`src/rtl/elevator_car_plant.sv`:
```
// Plant-side model of an elevator car and its door, answering the controller's
// engine/door commands with floor position, arrival pulses and door status.
module elevator_car_plant #(
  parameter int NUM_FLOORS      = 8,
  parameter int LEVEL_W         = 3,
  parameter int TICKS_PER_FLOOR = 16,
  parameter int DOOR_TICKS      = 8
) (
  input  logic                  clk,
  input  logic                  reset,
  input  logic [1:0]            engine,
  input  logic [1:0]            door,
  input  logic                  obstruct,
  output logic [LEVEL_W-1:0]    level,
  output logic [NUM_FLOORS-1:0] level_onehot,
  output logic                  at_floor,
  output logic                  reached,
  output logic                  door_closed,
  output logic                  door_open,
  output logic                  interlock_err,
  output logic                  limit_err
);

  localparam int PW = (TICKS_PER_FLOOR > 1) ? $clog2(TICKS_PER_FLOOR) : 1;
  localparam int DW = $clog2(DOOR_TICKS + 1);

  localparam logic [LEVEL_W-1:0] TOP_LEVEL = LEVEL_W'(NUM_FLOORS - 1);
  localparam logic [PW-1:0]      POS_LAST  = PW'(TICKS_PER_FLOOR - 1);
  localparam logic [DW-1:0]      DPOS_MAX  = DW'(DOOR_TICKS);
  localparam logic [DW-1:0]      DPOS_PRE  = DW'(DOOR_TICKS - 1);
  localparam logic [DW-1:0]      DPOS_ONE  = DW'(1);

  typedef enum logic [1:0] {M_STOP, M_UP, M_DOWN} motion_t;
  typedef enum logic [1:0] {D_CLOSED, D_OPENING, D_OPEN, D_CLOSING} door_t;

  motion_t           mstate;
  door_t             dstate;
  logic [PW-1:0]     pos_cnt;
  logic              launch;
  logic [DW-1:0]     dpos;

  logic              up_cmd, dn_cmd, move_cmd, open_cmd, close_cmd;
  logic              stopped, at_limit, door_busy;
  logic              start_up, start_dn, ilk_req, lim_req, keep_going;
  logic [LEVEL_W-1:0] next_level;

  assign up_cmd    = (engine == 2'd2);
  assign dn_cmd    = (engine == 2'd1);
  assign move_cmd  = up_cmd | dn_cmd;
  assign open_cmd  = (door == 2'd1);
  assign close_cmd = (door == 2'd2);
  assign stopped   = (mstate == M_STOP);

  // An open request in the same cycle as a move request keeps the car parked.
  assign at_limit  = up_cmd ? (level == TOP_LEVEL) : (level == '0);
  assign door_busy = !door_closed || open_cmd;
  assign start_up  = stopped && up_cmd && !door_busy && !at_limit;
  assign start_dn  = stopped && dn_cmd && !door_busy && !at_limit;
  assign lim_req   = stopped && move_cmd && at_limit;
  assign ilk_req   = (stopped && move_cmd && door_busy) || (!stopped && open_cmd);

  assign next_level = (mstate == M_UP) ? level + 1'b1 : level - 1'b1;
  assign keep_going = (mstate == M_UP) ? (up_cmd && next_level != TOP_LEVEL)
                                       : (dn_cmd && next_level != '0);

  // Car motion. The launch cycle models brake release, so the first span
  // takes one cycle longer than a span during continuous travel.
  always_ff @(posedge clk or negedge reset) begin
    if (!reset) begin
      mstate        <= M_STOP;
      pos_cnt       <= '0;
      launch        <= 1'b0;
      level         <= '0;
      level_onehot  <= NUM_FLOORS'(1);
      at_floor      <= 1'b1;
      reached       <= 1'b0;
      interlock_err <= 1'b0;
      limit_err     <= 1'b0;
    end else begin
      reached       <= 1'b0;
      interlock_err <= ilk_req;
      limit_err     <= lim_req;
      case (mstate)
        M_STOP: begin
          if (start_up || start_dn) begin
            mstate   <= start_up ? M_UP : M_DOWN;
            pos_cnt  <= '0;
            launch   <= 1'b1;
            at_floor <= 1'b0;
          end
        end
        M_UP, M_DOWN: begin
          if (launch) begin
            launch <= 1'b0;
          end else if (pos_cnt == POS_LAST) begin
            level        <= next_level;
            level_onehot <= NUM_FLOORS'(1) << next_level;
            reached      <= 1'b1;
            pos_cnt      <= '0;
            if (!keep_going) begin
              mstate   <= M_STOP;
              at_floor <= 1'b1;
            end
          end else begin
            pos_cnt <= pos_cnt + 1'b1;
          end
        end
        default: mstate <= M_STOP;
      endcase
    end
  end

  // Door mechanics; reversals continue from wherever the door panel is.
  always_ff @(posedge clk or negedge reset) begin
    if (!reset) begin
      dstate      <= D_CLOSED;
      dpos        <= '0;
      door_closed <= 1'b1;
      door_open   <= 1'b0;
    end else begin
      case (dstate)
        D_CLOSED: begin
          if (open_cmd && stopped) begin
            dstate      <= D_OPENING;
            door_closed <= 1'b0;
          end
        end
        D_OPENING: begin
          if (close_cmd) begin
            dstate <= D_CLOSING;
          end else if (dpos >= DPOS_PRE) begin
            dpos      <= DPOS_MAX;
            dstate    <= D_OPEN;
            door_open <= 1'b1;
          end else begin
            dpos <= dpos + 1'b1;
          end
        end
        D_OPEN: begin
          if (close_cmd && !obstruct) begin
            dstate    <= D_CLOSING;
            door_open <= 1'b0;
          end
        end
        D_CLOSING: begin
          if (open_cmd || obstruct) begin
            dstate <= D_OPENING;
          end else if (dpos == '0 || dpos == DPOS_ONE) begin
            dpos        <= '0;
            dstate      <= D_CLOSED;
            door_closed <= 1'b1;
          end else begin
            dpos <= dpos - 1'b1;
          end
        end
        default: dstate <= D_CLOSED;
      endcase
    end
  end

endmodule

```
`config.mk`:
```
export PLATFORM = sky130hd
export DESIGN_NAME = elevator_car_plant
export DESIGN_NICKNAME = d
export VERILOG_FILES = /design/src/rtl/elevator_car_plant.sv
export SDC_FILE = /design/constraint.sdc
export NUM_CORES = 1
export LEC_CHECK = 0
export CORE_MARGIN = 4
export CORE_UTILIZATION = 59
export DETAILED_ROUTE_END_ITERATION = 8
export PLACE_DENSITY = 0.82
export SETUP_SLACK_MARGIN = 0.4
export SLEW_MARGIN = 30
export SYNTH_ARGS = -nofsm -noshare
export SYNTH_HDL_FRONTEND = slang
export SYNTH_SLANG_ARGS = --single-unit
```
`constraint.sdc`:
```
create_clock -name clk -period 3.5 [get_ports clk]
set_input_delay 0.35 -clock clk [delete_from_list [all_inputs] [get_ports clk]]
set_output_delay 0.35 -clock clk [all_outputs]
set_load 0.005 [all_outputs]
```
---- Word level (Yosys, flattened, before mapping) ----
Cells that the tools add are included.
word-level totals
  word-level logic and storage cells ...... 133
  bits in registers ....................... 30
  input bits .............................. 7
cells by class
  reductions and logical operators ........ 43
  bitwise operators ....................... 2
  order comparisons ....................... 1
  shift operators ......................... 1
  add/sub/neg operators ................... 5
  multiplexer cells ....................... 43
  equal/unequal tests ..................... 25
operators by type and width
  kind                                                  number
  2-to-1 mux 4 bit                                      7
  2-to-1 mux 2 bit                                      11
  inequality test 2 bit (second input constant)         9
  2-to-1 mux 1 bit                                      16
  one-hot mux 4 bit (2 select lines)                    2
  AND reduction 4 bit                                   4
  logical AND 1 bit                                     14
  equality test 2 bit (second input constant)           5
  inequality test 3 bit (second input constant)         3
  AND reduction 3 bit                                   3
  adder 4 x 1 -> 4 bit (second input constant)          2
  equality test 2 x 1 -> 1 bit (second input constant)  4
  one-hot mux 1 bit (2 select lines)                    4
  one-hot mux 2 bit (4 select lines)                    1
  nonzero test 2 bit                                    4
  left shift 1 x 3 -> 8 bit (first input constant)      1
  zero test 1 bit                                       5
  logical OR 1 bit                                      5
  AND reduction 5 bit                                   1
  equality test 4 x 1 -> 1 bit (second input constant)  1
  equality test 4 bit (second input constant)           1
  >= comparator 4 x 3 -> 1 bit (second input constant)  1
  zero test 2 bit                                       2
  zero test 4 bit                                       1
  13 further kinds                                      13

---- Depth between registers and ports, before layout ----
  depth in word-level cells ............... 9
  gate-level depth with buffers ........... 9

---- Least setup slack after synthesis ----
No wires, ideal clock.
  path kind ............................... flip-flop to flip-flop
  from .................................... reg mstate[1]
  to ...................................... reg mstate[0]
  required time ........................... 3.375 ns
  cell stages (with the launch flop) ...... 10
  data arrival time ....................... 2.114 ns
  path buffers ............................ 0
  library setup time ...................... 0.125 ns
  clock period less this slack ............ 2.239 ns
  path slack .............................. 1.261 ns
  cell sequence ........................... dfrtp_1 -> inv_1 -> ha_1 -> inv_1 -> fa_1 -> xor2_2 -> a21oi_1 -> o31ai_4 -> nand2_2 -> mux2_4
between the ends
  word-level cells in the longest chain between the ends .. 7
ends and longest elaborated chain
  what                                                                                               line  text
  start, declared                                                                                    36    motion_t mstate;
  start signal, assigned                                                                             86    mstate <= start_up ? M_UP : M_DOWN;
  equality test 2 x 1 -> 1 bit / zero test 2 bit (equally long branches)                             n/a
  2-to-1 mux 3 bit, or another cell as far along                                                     62    assign next_level = (mstate == M_UP) ? level + 1'b1 : level - 1'b1;
  inequality test 3 bit, or another cell as far along                                                63    assign keep_going = (mstate == M_UP) ? (up_cmd && next_level != TOP_LEVEL)
  logical AND 1 bit, on equally long branches                                                        n/a
  2-to-1 mux 1 bit, or another cell as far along                                                     63
  inequality test 2 bit (no source line), or another cell as far along                               n/a
  AND reduction 4 bit (no source line) / one-hot mux 2 bit (2 select lines) (equally long branches)  n/a
Several ways; a longest one is shown, not always the timed one. The select of a mux whose other input is x is not followed.
A chain may end at the register's enable or synchronous reset.

---- Worst setup path after layout ----
Ends and elaborated chain as after synthesis.

==> summary.md <==
| Metric | Value |
|---|---|
| Outcome | `completed` |
| CTS Sinks | `30` |
| Global-route wire length before repair | `around 6600 µm` |
| Cell count after synthesis | `roughly 190` |
| Fin crit period | `about 2.4 ns` |
| 1st-iter DRT viols | `around 130` |
| Final period util | `68.6%` |
| Final net count | `between 200 and 250` |
| RSZ-0062 raised after global routing | `false` |
| Post-synthesis sequential area ratio | `between 40% and 50%` |
| Met3 Routed Length | `between 150 and 200 µm` |
| Post-CTS setup buffers | `0` |
| Core footprint | `roughly 3000 µm²` |
| Cell Area, Synth | `1860 µm²` |
| Pre-Repair DR Iteration Count | `4` |
| Syn nets | `216` |
| Worst skew pair latency | `around 0.33 ns` |
| Largest fanout on the critical path | `4` |
| M1 wire length | `1660 µm` |
| IO buf count | `23` |
| Req. time, crit path | `between 3 and 4 ns` |
| CP max stage cell | `fa_1` |
| P_sw | `0.694 mW` |
| Vias | `about 1500` |
| Std-Cell Rows | `20` |
| Setup TNS | `0 ns` |
| Overall Global Routing Usage | `about 21%` |
| Antenna violations before repair | `0` |
| Antenna fix cells | `0` |
| Post_cts resized | `0` |
| Placed cell area | `about 2100 µm²` |
| Lkg Pwr | `between 0.9 and 1 nW` |
| Combinational power share | `a little over half` |
| Max-capacitance violation count | `0` |
| Internal Power | `0.932 mW` |
| Drt wl/cell | `between 15 and 20 µm` |
| Hold_buf cts | `0` |
| Initial Util | `~62%` |
| VDD IR max | `about 0.52 mV` |
| Hold Vio Cnt, Final | `0` |
| Num ports | `24` |
| Detailed placer's ending HPWL | `slightly above 3000 µm` |
| Top Metal Used | `met4` |
| Die Span X | `64.2 µm` |
| Via/cell ratio | `~5.8` |
| Synth warn | `0` |
| Clk slew on worst S/H paths | `around 0.09 ns` |
| CTS tree | `done` |
| CP Cell Sequence | `inv_1 -> ha_1 -> inv_1 -> fa_1 -> xor2_2 -> a21oi_1 -> o31ai_4 -> nand2_2 -> mux2_4` |
| Switching Share | `between 40% and 50%` |
| Slowest stage delay, CP | `about 0.42 ns` |
| Unique cell type count in the Yosys netlist | `54` |
| Buffer type at the clock tree root | `clkbuf_4` |
| Grt total ovfl | `0` |
| F_max | `0.416 GHz` |
| Crit Path Class | `register to register` |
| Largest net degree at the start of global routing | `31` |
| Critical Path Source Type | `register` |
| DRC violations left | `0` |
| Hold crit path type | `input pin to async pin` |
| Slew headroom | `roughly 66%` |
| Die Y | `64.2 µm` |
| Final setup viols | `0` |
| Clk_skew | `~0.0028 ns` |
| Max-slew violations | `0` |
| Fraction of layout cells with a size suffix above 1 | `12.4%` |
| Wire length on met2 | `approximately 2100 µm` |
| Clock Power Share | `approximately 13%` |
| Syn Area/Cell | `between 9 and 10 µm²` |
| Worst setup EP type | `register` |
| Most common cell on crit path | `inv_1` |
| Total wire length | `4020 µm` |
| Area of the die | `slightly above 4000 µm²` |
| Asr flop ratio synth | `100%` |
| Htree depth | `2` |
| Fillers | `235` |
| Post-route antenna net violation count | `0` |
| GPL Wtd Cong | `between 0.8 and 0.9` |
| WP data arrival | `approximately 2.6 ns` |
| Area Growth Syn to Fin | `17.6%` |
| Vias in the first global route | `roughly 1500` |
| CTS max path bufs | `2` |
| Worst-Margin Slew | `~0.5 ns` |
| Power Dens Cells | `around 740 nW/µm²` |
| Total CTS buffers | `5` |
| Sequential power share | `33.9%` |
| Post-synth EDFFs | `0` |
| Post-Layout Inst Area | `~2200 µm²` |
| Prevailing post-synth register cell | `dfrtp_1` |
| Synthesized flop and latch total | `30` |
-- per-layer routing --
metal / vias up / GRT usage (%)
met2: 41 / 36.5
met3: 6 / 5.45
met4: 0 / 8.97
met5: - / 0
li1: 726 / -
met1: 748 / 22.8
-- Yosys cell counts (2+ instances only) --
cell type,instances,area (µm²)
ha_1,17,213
and3_1,2,12.5
o31ai_1,2,15.0
nand2_1,24,90.1
a31oi_1,3,18.8
dfstp_2,3,78.8
nor4b_1,2,17.5
a21oi_1,8,40.0
nand2b_1,5,31.3
buf_2,2,10.0
mux2_2,4,45.0
xnor2_1,3,26.3
a21o_1,2,15.0
inv_1,15,56.3
o221ai_1,2,17.5
nor3_1,5,25.0
nor2_1,9,33.8
clkbuf_1,2,7.51
dfrtp_1,27,676
a221o_1,2,20.0
mux2i_1,3,30.0
nand3_1,3,15.0
o21ai_0,15,75.1
-- kinds of logic after synthesis --
kind of cell / Yosys count / share of synthesized area, %
and+or+nand+nor: 62 / 16.7
xor gates and xnor gates: 4 / 2.28
muxes: 8 / 4.84
adders and majority gates: 18 / 12.5
DFF: 30 / 40.5
AOI/OAI and AO/OA: 48 / 18.6
buffers and inverters: 21 / 4.57
-- layout by cell type, fill, tap and decap left out, types with 3 or more instances in the layout --
cell and instances:
clkdlybuf4s50_1 23, mux2_2 4, nand2b_1 5, mux2i_1 3
nand2_1 24, dfstp_2 3, o21ai_0 15, a31oi_1 3
nor2_1 9, xnor2_1 3, ha_1 17, a21oi_1 8
inv_1 15, clkbuf_4 5, nor3_1 5, nand3_1 3
dfrtp_1 27
-- per-stage QoR --
step	total power, mW	instances	utilization (%)	hold slack, ns	worst slack, ns
6_report	1.63	262	72.4	0.392	1.10
5_1_grt	1.75	262	72.4	0.413	0.972
4_1_cts	1.62	262	72.4	0.404	1.10
3_5_place_dp	1.40	254	70.4	0.471	1.12
3_3_place_gp	1.34	254	70.4	0.462	1.22
2_1_floorplan	1.20	191	-	0.0544	1.26
-- path summary, 6_finish.rpt --
path	from	endpoint	slack (ns)	cells after the start
max	mstate[1]	mstate[0]	1.10	9
min reg2reg	level_onehot[0]	level_onehot[0]	0.49	2
min	reset	level_onehot[2]	0.39	2
max reg2reg	mstate[1]	mstate[0]	1.10	9
max in group asynchronous	reset	at_floor	2.79	2
min in group clk	level_onehot[0]	level_onehot[0]	0.49	2
-- power by group through the flow --
stage | combinational, mW | sequential, mW | clock [mW]
floorplan | 0.681 | 0.517 | 0
global placement | 0.793 | 0.543 | 0
detailed placement | 0.848 | 0.553 | 0
CTS | 0.851 | 0.547 | 0.221
global route | 0.947 | 0.565 | 0.239
finish | 0.856 | 0.552 | 0.218
-- worst max-delay path, delay by kind of cell (launching register included) --
family	cells	cell delay (ns)
adder cells (fa/ha/maj)	2	0.65
AND/OR/NAND/NOR	1	0.09
multiplexers	1	0.29
AO/OA/AOI/OAI	2	0.39
XOR/XNOR	1	0.30
buffers and inverters	2	0.20
flip-flops	1	0.37
-- cell type report --
type / count / area [µm²] / share of cell area (%)
repair buffers: 24 / 238 / 10.9
well taps: 44 / 55.1 / 2.51
multi-input cells: 140 / 1020 / 46.7
clock inverters: 1 / 5.00 / 0.228
inverters: 16 / 60.1 / 2.74
clock buffers: 7 / 55.1 / 2.51
flip-flops and latches: 30 / 754 / 34.4
-- state kept, by name, summed over array words and instances, names as in the netlist --
signal	count
dpos	4
level	3
limit_err	1
mstate	2
reached	1
launch	1
interlock_err	1
door_open	1
dstate	2
pos_cnt	4
door_closed	1
at_floor	1
level_onehot	8
(Power assumes the default switching activity.)
